$ cat config.mk
export PLATFORM = sky130hd
export DESIGN_NAME = hazard_ctrl
export DESIGN_NICKNAME = d
export VERILOG_FILES = /design/src/rtl/hazard_ctrl.sv
export SDC_FILE = /design/constraint.sdc
export NUM_CORES = 1
export LEC_CHECK = 0
export CAP_MARGIN = 20
export CELL_PAD_IN_SITES_DETAIL_PLACEMENT = 0
export CELL_PAD_IN_SITES_GLOBAL_PLACEMENT = 2
export CORE_MARGIN = 3
export CORE_UTILIZATION = 21
export CTS_CLUSTER_SIZE = 24
export DETAILED_ROUTE_END_ITERATION = 10
export GPL_TIMING_DRIVEN = 0
export PLACE_DENSITY_LB_ADDON = 0.1
export RECOVER_POWER = 100
export SLEW_MARGIN = 20
export SYNTH_ARGS = -nofsm -noshare
export SYNTH_HDL_FRONTEND = slang
export SYNTH_SLANG_ARGS = --single-unit
$ cat constraint.sdc
create_clock -name clk -period 1.8 [get_ports clk]
set_input_delay 0.36 -clock clk [delete_from_list [all_inputs] [get_ports clk]]
set_output_delay 0.36 -clock clk [all_outputs]
set_load 0.02 [all_outputs]
$ cat src/rtl/hazard_ctrl.sv
// Hazard controller for the 5-stage RV32 pipeline: forwarding selects, load-use /
// multi-cycle stalls, taken-branch redirects and saturating stall/flush counters.
module hazard_ctrl #(
    parameter int REDIRECT_CYCLES = 1,
    parameter int CNT_W           = 16
) (
    input  logic             clk,
    input  logic             rst,
    input  logic             id_valid,
    input  logic [4:0]       id_rs1,
    input  logic [4:0]       id_rs2,
    input  logic             id_use_rs1,
    input  logic             id_use_rs2,
    input  logic [4:0]       ex_rs1,
    input  logic [4:0]       ex_rs2,
    input  logic [4:0]       ex_rd,
    input  logic             ex_memread,
    input  logic             ex_busy,
    input  logic             ex_br_taken,
    input  logic [4:0]       mem_rd,
    input  logic             mem_regwrite,
    input  logic [4:0]       wb_rd,
    input  logic             wb_regwrite,
    output logic [1:0]       fwd_a_sel,
    output logic [1:0]       fwd_b_sel,
    output logic             pc_sel,
    output logic             pc_write,
    output logic             ifid_write,
    output logic             ifid_flush,
    output logic             idex_write,
    output logic             idex_bubble,
    output logic             exmem_bubble,
    output logic [CNT_W-1:0] stall_cnt,
    output logic [CNT_W-1:0] flush_cnt
);
    typedef enum logic [1:0] {RUN, BUSY, REDIRECT} state_t;

    localparam int RW = (REDIRECT_CYCLES > 1) ? $clog2(REDIRECT_CYCLES) : 1;
    localparam logic [RW-1:0]    RONE = 1;
    localparam logic [CNT_W-1:0] CONE = 1;

    state_t        state, state_nxt;
    logic [RW-1:0] rcnt, rcnt_nxt;
    logic          flush_acc;
    logic          load_use;

    function automatic logic [1:0] fwd_sel(input logic [4:0] rs);
        if (mem_regwrite && mem_rd != 5'd0 && mem_rd == rs) return 2'b10;
        if (wb_regwrite && wb_rd != 5'd0 && wb_rd == rs)    return 2'b01;
        return 2'b00;
    endfunction

    always_comb begin
        fwd_a_sel = rst ? 2'b00 : fwd_sel(ex_rs1);
        fwd_b_sel = rst ? 2'b00 : fwd_sel(ex_rs2);
    end

    assign load_use = id_valid && ex_memread && ex_rd != 5'd0 &&
                      ((id_use_rs1 && id_rs1 == ex_rd) || (id_use_rs2 && id_rs2 == ex_rd));

    always_comb begin
        pc_sel       = 1'b0;
        pc_write     = 1'b1;
        ifid_write   = 1'b1;
        idex_write   = 1'b1;
        ifid_flush   = 1'b0;
        idex_bubble  = 1'b0;
        exmem_bubble = 1'b0;
        state_nxt    = state;
        rcnt_nxt     = rcnt;
        flush_acc    = 1'b0;
        if (rst) begin
            pc_write     = 1'b0;
            ifid_write   = 1'b0;
            idex_write   = 1'b0;
            ifid_flush   = 1'b1;
            idex_bubble  = 1'b1;
            exmem_bubble = 1'b1;
        end else begin
            case (state)
                REDIRECT: begin
                    // EX only holds bubbles here, so branch/busy inputs are meaningless
                    ifid_flush = 1'b1;
                    if (rcnt != '0) rcnt_nxt = rcnt - RONE;
                    if (rcnt <= RONE) state_nxt = RUN;
                end
                default: begin
                    // BUSY with ex_busy low falls through to the RUN rules in the same cycle
                    if (ex_busy) begin
                        pc_write     = 1'b0;
                        ifid_write   = 1'b0;
                        idex_write   = 1'b0;
                        exmem_bubble = 1'b1;
                        state_nxt    = BUSY;
                    end else if (ex_br_taken) begin
                        pc_sel      = 1'b1;
                        ifid_flush  = 1'b1;
                        idex_bubble = 1'b1;
                        flush_acc   = 1'b1;
                        if (REDIRECT_CYCLES > 1) begin
                            state_nxt = REDIRECT;
                            rcnt_nxt  = RW'(REDIRECT_CYCLES - 1);
                        end else begin
                            state_nxt = RUN;
                        end
                    end else begin
                        state_nxt = RUN;
                        if (load_use) begin
                            pc_write    = 1'b0;
                            ifid_write  = 1'b0;
                            idex_bubble = 1'b1;
                        end
                    end
                end
            endcase
        end
    end

    always_ff @(posedge clk) begin
        if (rst) begin
            state     <= RUN;
            rcnt      <= '0;
            stall_cnt <= '0;
            flush_cnt <= '0;
        end else begin
            state <= state_nxt;
            rcnt  <= rcnt_nxt;
            if (!pc_write && stall_cnt != '1) stall_cnt <= stall_cnt + CONE;
            if (flush_acc && flush_cnt != '1) flush_cnt <= flush_cnt + CONE;
        end
    end
endmodule
Yosys cells after proc, flatten, opt, wreduce, memory -nomap -nowiden
Index checks and enable logic that the tools add are counted.
{ "totals": {"register_bits": 35, "inputBits": 45, "out_inout_bits": 43, "word_cells": 78} }
{ "op_classes": {"n_addsub": 3, "magnitude_cmp": 1, "eq_ne": 10, "muxes": 42, "n_reduce_logical": 18} }
{ "op_table": {"columns": ["cell", "n"], "rows": [
  ["$add 16x1->16 const B", 2],
  ["$ne 16x16->1 const B", 2],
  ["$eq 5x5->1", 6],
  ["$mux 1", 30],
  ["$mux 2", 12],
  ["$reduce_bool 5->1", 3],
  ["$logic_and 1x1->1", 13],
  ["$eq 2x2->1 const B", 1],
  ["$ne 2x2->1 const B", 1],
  ["$le 1x1->1 const B", 1],
  ["$logic_not 1->1", 1],
  ["$logic_or 1x1->1", 1],
  ["$sub 1x1->1 const B", 1]
]} }

Longest topological paths before layout
Gate-level depths: netlist of the first run.
{ "logic_depth": {"ltp_word": 11, "depth_mapped": 8, "ltp_nobuf": 7} }

Least setup slack after synthesis of the first run
Ideal clock, no wire load.
{ "synth_timing": {"path_kind": "input -> output", "from": "input mem_rd[1]", "to": "output fwd_a_sel[0]", "t_arrival_ns": 1.998, "required_ns": 1.440, "slack_ns": -0.558, "cell_stages": 4, "n_path_buf": 0, "path_cell_list": "or4_1 o21ai_0 nor3_1 nor4_1"} }
{ "synth_between": {"elab_chain_cells": 6, "word_cells_on_any_way": 7, "cone_classes": "eq/ne: 1; mux: 3; reduce/logical: 3"} }
{ "synth_lines": {"columns": ["element", "line", "text"], "rows": [
  ["start: declaration", "20", "input logic [4:0] mem_rd,"],
  ["$reduce_bool 5->1", "48", "if (mem_regwrite && mem_rd != 5'd0 && mem_rd == rs) return 2'b10;"],
  ["$logic_and 1x1->1", "48", null],
  ["$logic_and 1x1->1 (*)", "48", null],
  ["$mux 1 (*)", "48", null],
  ["$mux 2 (*)", "49", "if (wb_regwrite && wb_rd != 5'd0 && wb_rd == rs) return 2'b01;"],
  ["$mux 2 (*)", "54", "fwd_a_sel = rst ? 2'b00 : fwd_sel(ex_rs1);"],
  ["end: declaration", "24", "output logic [1:0] fwd_a_sel,"]
]} }
Every way passes the cells marked *; elsewhere a longest branch is shown, timed or not.

Final worst setup path of the first run
{ "layout_timing": {"from": "input ex_rs1[4]", "to": "output fwd_a_sel[0]"} }
{ "layout_between": {"elab_chain_cells": 7, "word_cells_on_any_way": 11, "cone_classes": "eq/ne: 2; mux: 7; reduce/logical: 2"} }
{ "layout_lines": {"columns": ["element", "line", "text"], "rows": [
  ["start: declaration", "14", "input logic [4:0] ex_rs1,"],
  ["$eq 5x5->1", "49", null],
  ["$logic_and 1x1->1", "49", null],
  ["$mux 1 (2 in series)", "49", null],
  ["$mux 2", "50", "return 2'b00;"],
  ["$mux 2 (*)", "49", null],
  ["$mux 2 (*)", "54", null]
]} }
Every way passes the cells marked *; elsewhere a longest branch is shown, timed or not. The select of a mux whose other input is x is not followed.

==> results of run 1 <==
==> final timing paths <==
path,startpoint,end,slack [ns],cells past startpoint
min reg2reg,stall_cnt[5]$_SDFFE_PP0P_,stall_cnt[5]$_SDFFE_PP0P_,0.48,2
max,ex_rs1[4],fwd_a_sel[0],-0.30,5
max reg2reg,stall_cnt[10]$_SDFFE_PP0P_,stall_cnt[6]$_SDFFE_PP0P_,-0.07,9
min,stall_cnt[5]$_SDFFE_PP0P_,stall_cnt[5]$_SDFFE_PP0P_,0.48,2
==> kinds of logic (layout without fill, tap and decap cells) <==
logic type                 count (synthesis)  count (layout)  share of synthesized area
buffers and inverters                     13             140                     0.0384
DFF                                       32              32                      0.317
muxes                                      1               1                    0.00495
AOI/OAI and AO/OA                         39              39                      0.129
and+or+nand+nor                          106             106                      0.299
adders and majority gates                  2               2                     0.0124
xor gates and xnor gates                  46              46                      0.199
==> what timing repair did <==
action                                  4_1_cts  5_1_grt
hold buffers                                  0        0
pin swaps                                    32       41
endpoints found under the setup margin       41       29
gates resized for setup                     170       91
buffers inserted                             11       23
==> per-stage QoR <==
stage | worst slack (ns) | cell area (µm²) | util | hold slack (ns) | instances
2_1_floorplan | -0.0568 | 2090 | - | 0.520 | 239
3_3_place_gp | -1.21 | 3130 | 0.337 | 0.482 | 455
3_5_place_dp | -1.21 | 3130 | 0.337 | 0.490 | 455
4_1_cts | -0.326 | 3340 | 0.360 | 0.502 | 474
5_1_grt | -0.365 | 3760 | 0.405 | 0.487 | 495
6_report | -0.303 | 3760 | 0.405 | 0.477 | 495
==> cell usage in the layout, fill, tap and decap left out, types with 7 or more instances in the layout <==
cell / instances
buf_4: 26
xnor2_1: 20
xor2_1: 20
nor2_1: 20
dfxtp_1: 17
dlygate4sd3_1: 17
clkdlybuf4s50_1: 16
buf_6: 14
dlygate4sd2_1: 13
nand3_1: 12
nand4_1: 12
buf_2: 11
nand2_1: 10
a21oi_1: 10
o21ai_2: 8
dfxtp_2: 8
or3_1: 7
dfxtp_4: 7
==> final cells by class <==
| type | count | area, µm² |
|---|---|---|
| buffer | 8 | 82.6 |
| clock buffer | 6 | 82.6 |
| clock inverter | 2 | 10.0 |
| fill | 1002 | 5520 |
| inverter | 4 | 15.0 |
| multi-input combinational | 194 | 1620 |
| sequential | 32 | 677 |
| tap | 129 | 161 |
| timing repair buffer | 120 | 1110 |
==> per-layer routing <==
| layer | share of wire | wire (µm) |
|---|---|---|
| met1 | 0.46 | 3070 |
| met2 | 0.50 | 3350 |
| met3 | 0.042 | 286 |
| met4 | 0.0056 | 38 |
| met5 | 0 | 0 |
==> power breakdown <==
group          internal, W  leakage (nW)  switching, W
logic             0.000226          1.18      0.000196
clock network     0.000305        0.0510      0.000277
registers         0.000710         0.268     0.0000134
==> worst reg2reg max path: cells and delay by family, from the launching register on <==
family / cells / cell delay (ns)
AND/OR/NAND/NOR: 3 / 0.58
AO/OA/AOI/OAI: 3 / 0.44
flip-flops: 1 / 0.38
buffers and inverters: 3 / 0.40
==> state kept, by name (all words and copies together) (netlist names) <==
| register | cells |
|---|---|
| flush_cnt | 16 |
| stall_cnt | 16 |
==> summary.txt, run 1 <==
Register area share after synthesis = 0.317
Clk slew on worst S/H paths = 0.07 ns
Initial DRC Count = 35
Drt total wl = 6750 µm
Top_reg_cell synth = dfxtp_1
Share of layout cells above drive strength 1 = 0.413
Initial antenna violation count = 0
Final max-slew violation count = 0
Worst setup SP type = input port
First-pass GRT wire length = 10700 µm
Fin nets = 412
Pin count of the biggest net entering global routing = 11
Clock sinks = 32
H-tree Lvls = 2
Tcrit/Tclk final = 1.17
Critical-path cell list = dlygate4sd2_1 > xor2_1 > or4_4 > nor4_4 > buf_4
Top-area cell type share of the netlist area = 0.317
# setup viols final = 17
WP buf/inv = 2
Asr flop ratio synth = 0
Slowest cell on the critical path = or4_4
Status = finished, violations left
# DRC = 0
Vias in the first global route = 2053
Area growth from synthesis to layout = 86.0%
Post-synth top area cell = dfxtp_1
Netlist cell types = 41
Syn_nets = 286
GP Congestion = 0.704
Endpoint class of the critical path = output pin
Cells after synthesis = 239
GR Util met2 = 0.200
CP peak stage delay = 0.52 ns
GR Util met1 = 0.158
Hpwl dp = 4820 µm
Met3 GRT Util = 0.0298
Count of final hold-check violations = 0
Via count = 2158
Die W = 104 µm
Max-cap violations = 0
Clock root cell = clkbuf_8
Largest delay share family, worst path = simple AND/OR/NAND/NOR gates
N_diodes = 0
Clock Path Buffers = 2
Worst IR Drop VDD = 0.237 mV
Setup TNS Final = -1.52 ns
Crit path arrival time = 1.74 ns
Most common cell in the netlist = dfxtp_1
Gr ovfl total = 0
Total GRT Usage = 0.120
RSZ-0062 raised after global routing = true
Pwr dens = 459 mW/mm²
Antenna-violating nets left = 0
Core Region = 0.00928 mm²
PortBufs = 87
Violated checks = negative setup slack
TritonCTS Buffers = 5
CTS tree = done
First-pass DRT Iterations = 4
Die ar. = 0.0108 mm²
Tot Pwr = 0.00173 W
Syn Area/Cell = 8.46 µm²
CP Max Fanout = 2
Skew final = 0.00422 ns
Via/cell ratio = 4.36
Min Clock Period, post-route = 2.10 ns
Max_slew headroom = 0.590
Least-Margin Pin Slew = 0.615 ns
Initial Util = 0.218
# IOs = 88
Wirelength per Cell = 13.6 µm
Post-synth top cells = dfxtp_1 (32), xnor2_1 (26), nor2_1 (21)
# rows = 35
Static Leak = 1.50 nW
Mapped cell area = 0.00202 mm²
Yosys reg bits = 32
Grt peak-use layer = met2
Synth area leaders = dfxtp_1 (32%), xnor2_1 (11%), xor2_1 (8.7%)
Max frequency = 476 MHz
CP required = 1.44 ns
Clk_lat worst skew = 0.28 ns
Synthesis warning total = 0
Worst min-delay path class = flip-flop to flip-flop
Fin worst setup slack = -0.303 ns
Critical path class = input port to output pin
EDFF count, synth = 0
Chip height = 104 µm
Power figures use the tool's default switching activity.
==> run 2: changes to the inputs <==
- CORE_UTILIZATION: 21 -> 25
- clock period: 1.8 -> 2.66 ns (I/O delays scaled with it)
==> run 2 against run 1 <==
Net effect: the run now ends clean; first-iteration DRC count fell by 31%; clock power shrank 12%; register-to-register slack better by 0.45 ns; critical path depth increased by 1; global-route usage up 1.3 points; clock skew hardly changed; non-clock buffer count decreased by 29; sequential share of layout area up 2.2 points; final cell count shrank 11%; critical endpoint unchanged; sequential cell count unchanged; highest routed layer unchanged; clock-buffer cell count grew 1; largest power group is now the clock network; die area shrank 15%.
==> summary.txt, run 2 (same netlist as run 1, synthesis figures left out) <==
Least-Margin Pin Slew = 0.697 ns
Clock Path Buffers = 2
Largest regs = flush_cnt x16, stall_cnt x16
Vias in the first global route = 1959
R2R Path End = stall_cnt[1]$_SDFFE_PP0P_
First-pass DRT Iterations = 4
Share of layout cells above drive strength 1 = 0.107
CP Capture Point = fwd_a_sel[0]
Initial antenna violation count = 0
Post-Route Utilization = 0.406
Chip height = 95.9 µm
Die ar. = 0.00920 mm²
Hpwl dp = 4570 µm
Critical path class = input port to output pin
CP required = 2.13 ns
Endpoint class of the critical path = output pin
Antenna-violating nets left = 0
Worst IR Drop VDD = 0.174 mV
Pwr dens = 388 mW/mm²
Worst setup SP type = input port
CP Max Fanout = 4
Worst min-delay path class = flip-flop to flip-flop
CTS tree = done
Max-cap violations = 0
Clk_lat worst skew = 0.28 ns
Core Region = 0.00781 mm²
Status = complete, no violations
Wirelength per Cell = 13.5 µm
Initial Util = 0.259
Fin worst setup slack = 0.0566 ns
Tcrit/Tclk final = 0.979
Worst slack at placement = -0.959 ns
# IOs = 88
Pin count of the biggest net entering global routing = 11
Crit path arrival time = 2.07 ns
WHS = 0.515 ns
Final max-slew violation count = 0
Max frequency = 384 MHz
Min Clock Period, post-route = 2.60 ns
Clk slew on worst S/H paths = 0.06 ns
Total GRT Usage = 0.133
Initial DRC Count = 24
Gr ovfl total = 0
Via/cell ratio = 4.58
Area growth from synthesis to layout = 56.6%
Hold path cells = 2
Via count = 2009
Max_slew headroom = 0.534
Clock root cell = clkbuf_8
Static Leak = 1.24 nW
Count of final hold-check violations = 0
N_diodes = 0
R2r startpoint = stall_cnt[2]$_SDFFE_PP0P_
# DRC = 0
Cts hold-fix bufs = 0
Finished Layout Cells = 439
Die W = 95.9 µm
Most frequent cells in the layout = dlygate4sd3_1 (33), dfxtp_1 (32), clkdlybuf4s50_1 (29)
Critical-path cell list = dlygate4sd2_1 > or4_4 > o21ai_4 > nor3_1 > nor4_2 > buf_4
Reg-to-reg setup timing slack = 0.38 ns
Drt total wl = 5920 µm
H-tree Lvls = 2
Slowest cell on the critical path = or4_4
TritonCTS Buffers = 5
# rows = 32
Clock sinks = 32
PortBufs = 87
CP peak stage delay = 0.54 ns
Skew final = 0.00380 ns
RSZ-0062 raised after global routing = false
Reg2Reg Depth = 8
Placed instance count = 428
Fin nets = 383
First-pass GRT wire length = 9610 µm
Commonest non-fill, non-tap cell in the layout = dlygate4sd3_1
GP Congestion = 0.735
# setup viols final = 0
Worst Setup SP = mem_rd[4]
## run 2: final cells by class
cell class	instances	area (µm²)
plain buffers	9	50.0
clock buffers	7	96.3
clock inverters	1	30.0
fillers	815	4640
inverters	4	15.0
multi-input cells	194	1350
flip-flops and latches	32	641
well taps	102	128
repair buffers	90	862
## run 2: worst min path at each step
stage	startpoint	to	slack (ns)
detailed placement	stall_cnt[11]$_SDFFE_PP0P_	stall_cnt[11]$_SDFFE_PP0P_	0.51
finish	stall_cnt[5]$_SDFFE_PP0P_	stall_cnt[5]$_SDFFE_PP0P_	0.52
global placement	stall_cnt[11]$_SDFFE_PP0P_	stall_cnt[11]$_SDFFE_PP0P_	0.50
CTS	stall_cnt[11]$_SDFFE_PP0P_	stall_cnt[11]$_SDFFE_PP0P_	0.52
global route	stall_cnt[13]$_SDFFE_PP0P_	stall_cnt[13]$_SDFFE_PP0P_	0.55
floorplan	stall_cnt[11]$_SDFFE_PP0P_	stall_cnt[11]$_SDFFE_PP0P_	0.57
## run 2: per-stage QoR
stage / power, W / area [µm²] / setup TNS (ns)
final: 0.00123 / 3170 / 0
after detailed placement: 0.000737 / 3030 / -4.57
after global routing: 0.00129 / 3170 / 0
after global placement: 0.000737 / 3030 / -4.50
after floorplan: 0.000609 / 2030 / 0
after CTS: 0.00126 / 3190 / 0
## run 2: report_power, final
group	internal [W]	switching [W]
sequential	0.000485	0.00000702
combinational	0.000118	0.000106
clock	0.000331	0.000184
total	0.000933	0.000297
## run 2: worst max-delay path: cells and delay by family
family / cells / cell delay [ns]
buffers and inverters: 2 / 0.46
and+or+nand+nor: 3 / 0.89
AOI/OAI and AO/OA: 1 / 0.18
## run 2: timing repair
action / 4_1_cts / 5_1_grt
pin swaps: 7 / 6
cloned: 0 / 0
resized for setup: 47 / 9
setup buffers: 2 / 1
endpoints found under the setup margin: 9 / 6
## run 2: routing by layer
metal / GRT usage / wire length (µm)
met1: 0.175 / 2870
met2: 0.222 / 2790
met3: 0.0336 / 233
met4: 0.0249 / 25
met5: 0 / 0
==> run 3: changes to the inputs <==
- SLEW_MARGIN: 20 -> 15
==> results of run 3 <==
No change in the layout: final DEF, timing and power equal those of run 2.
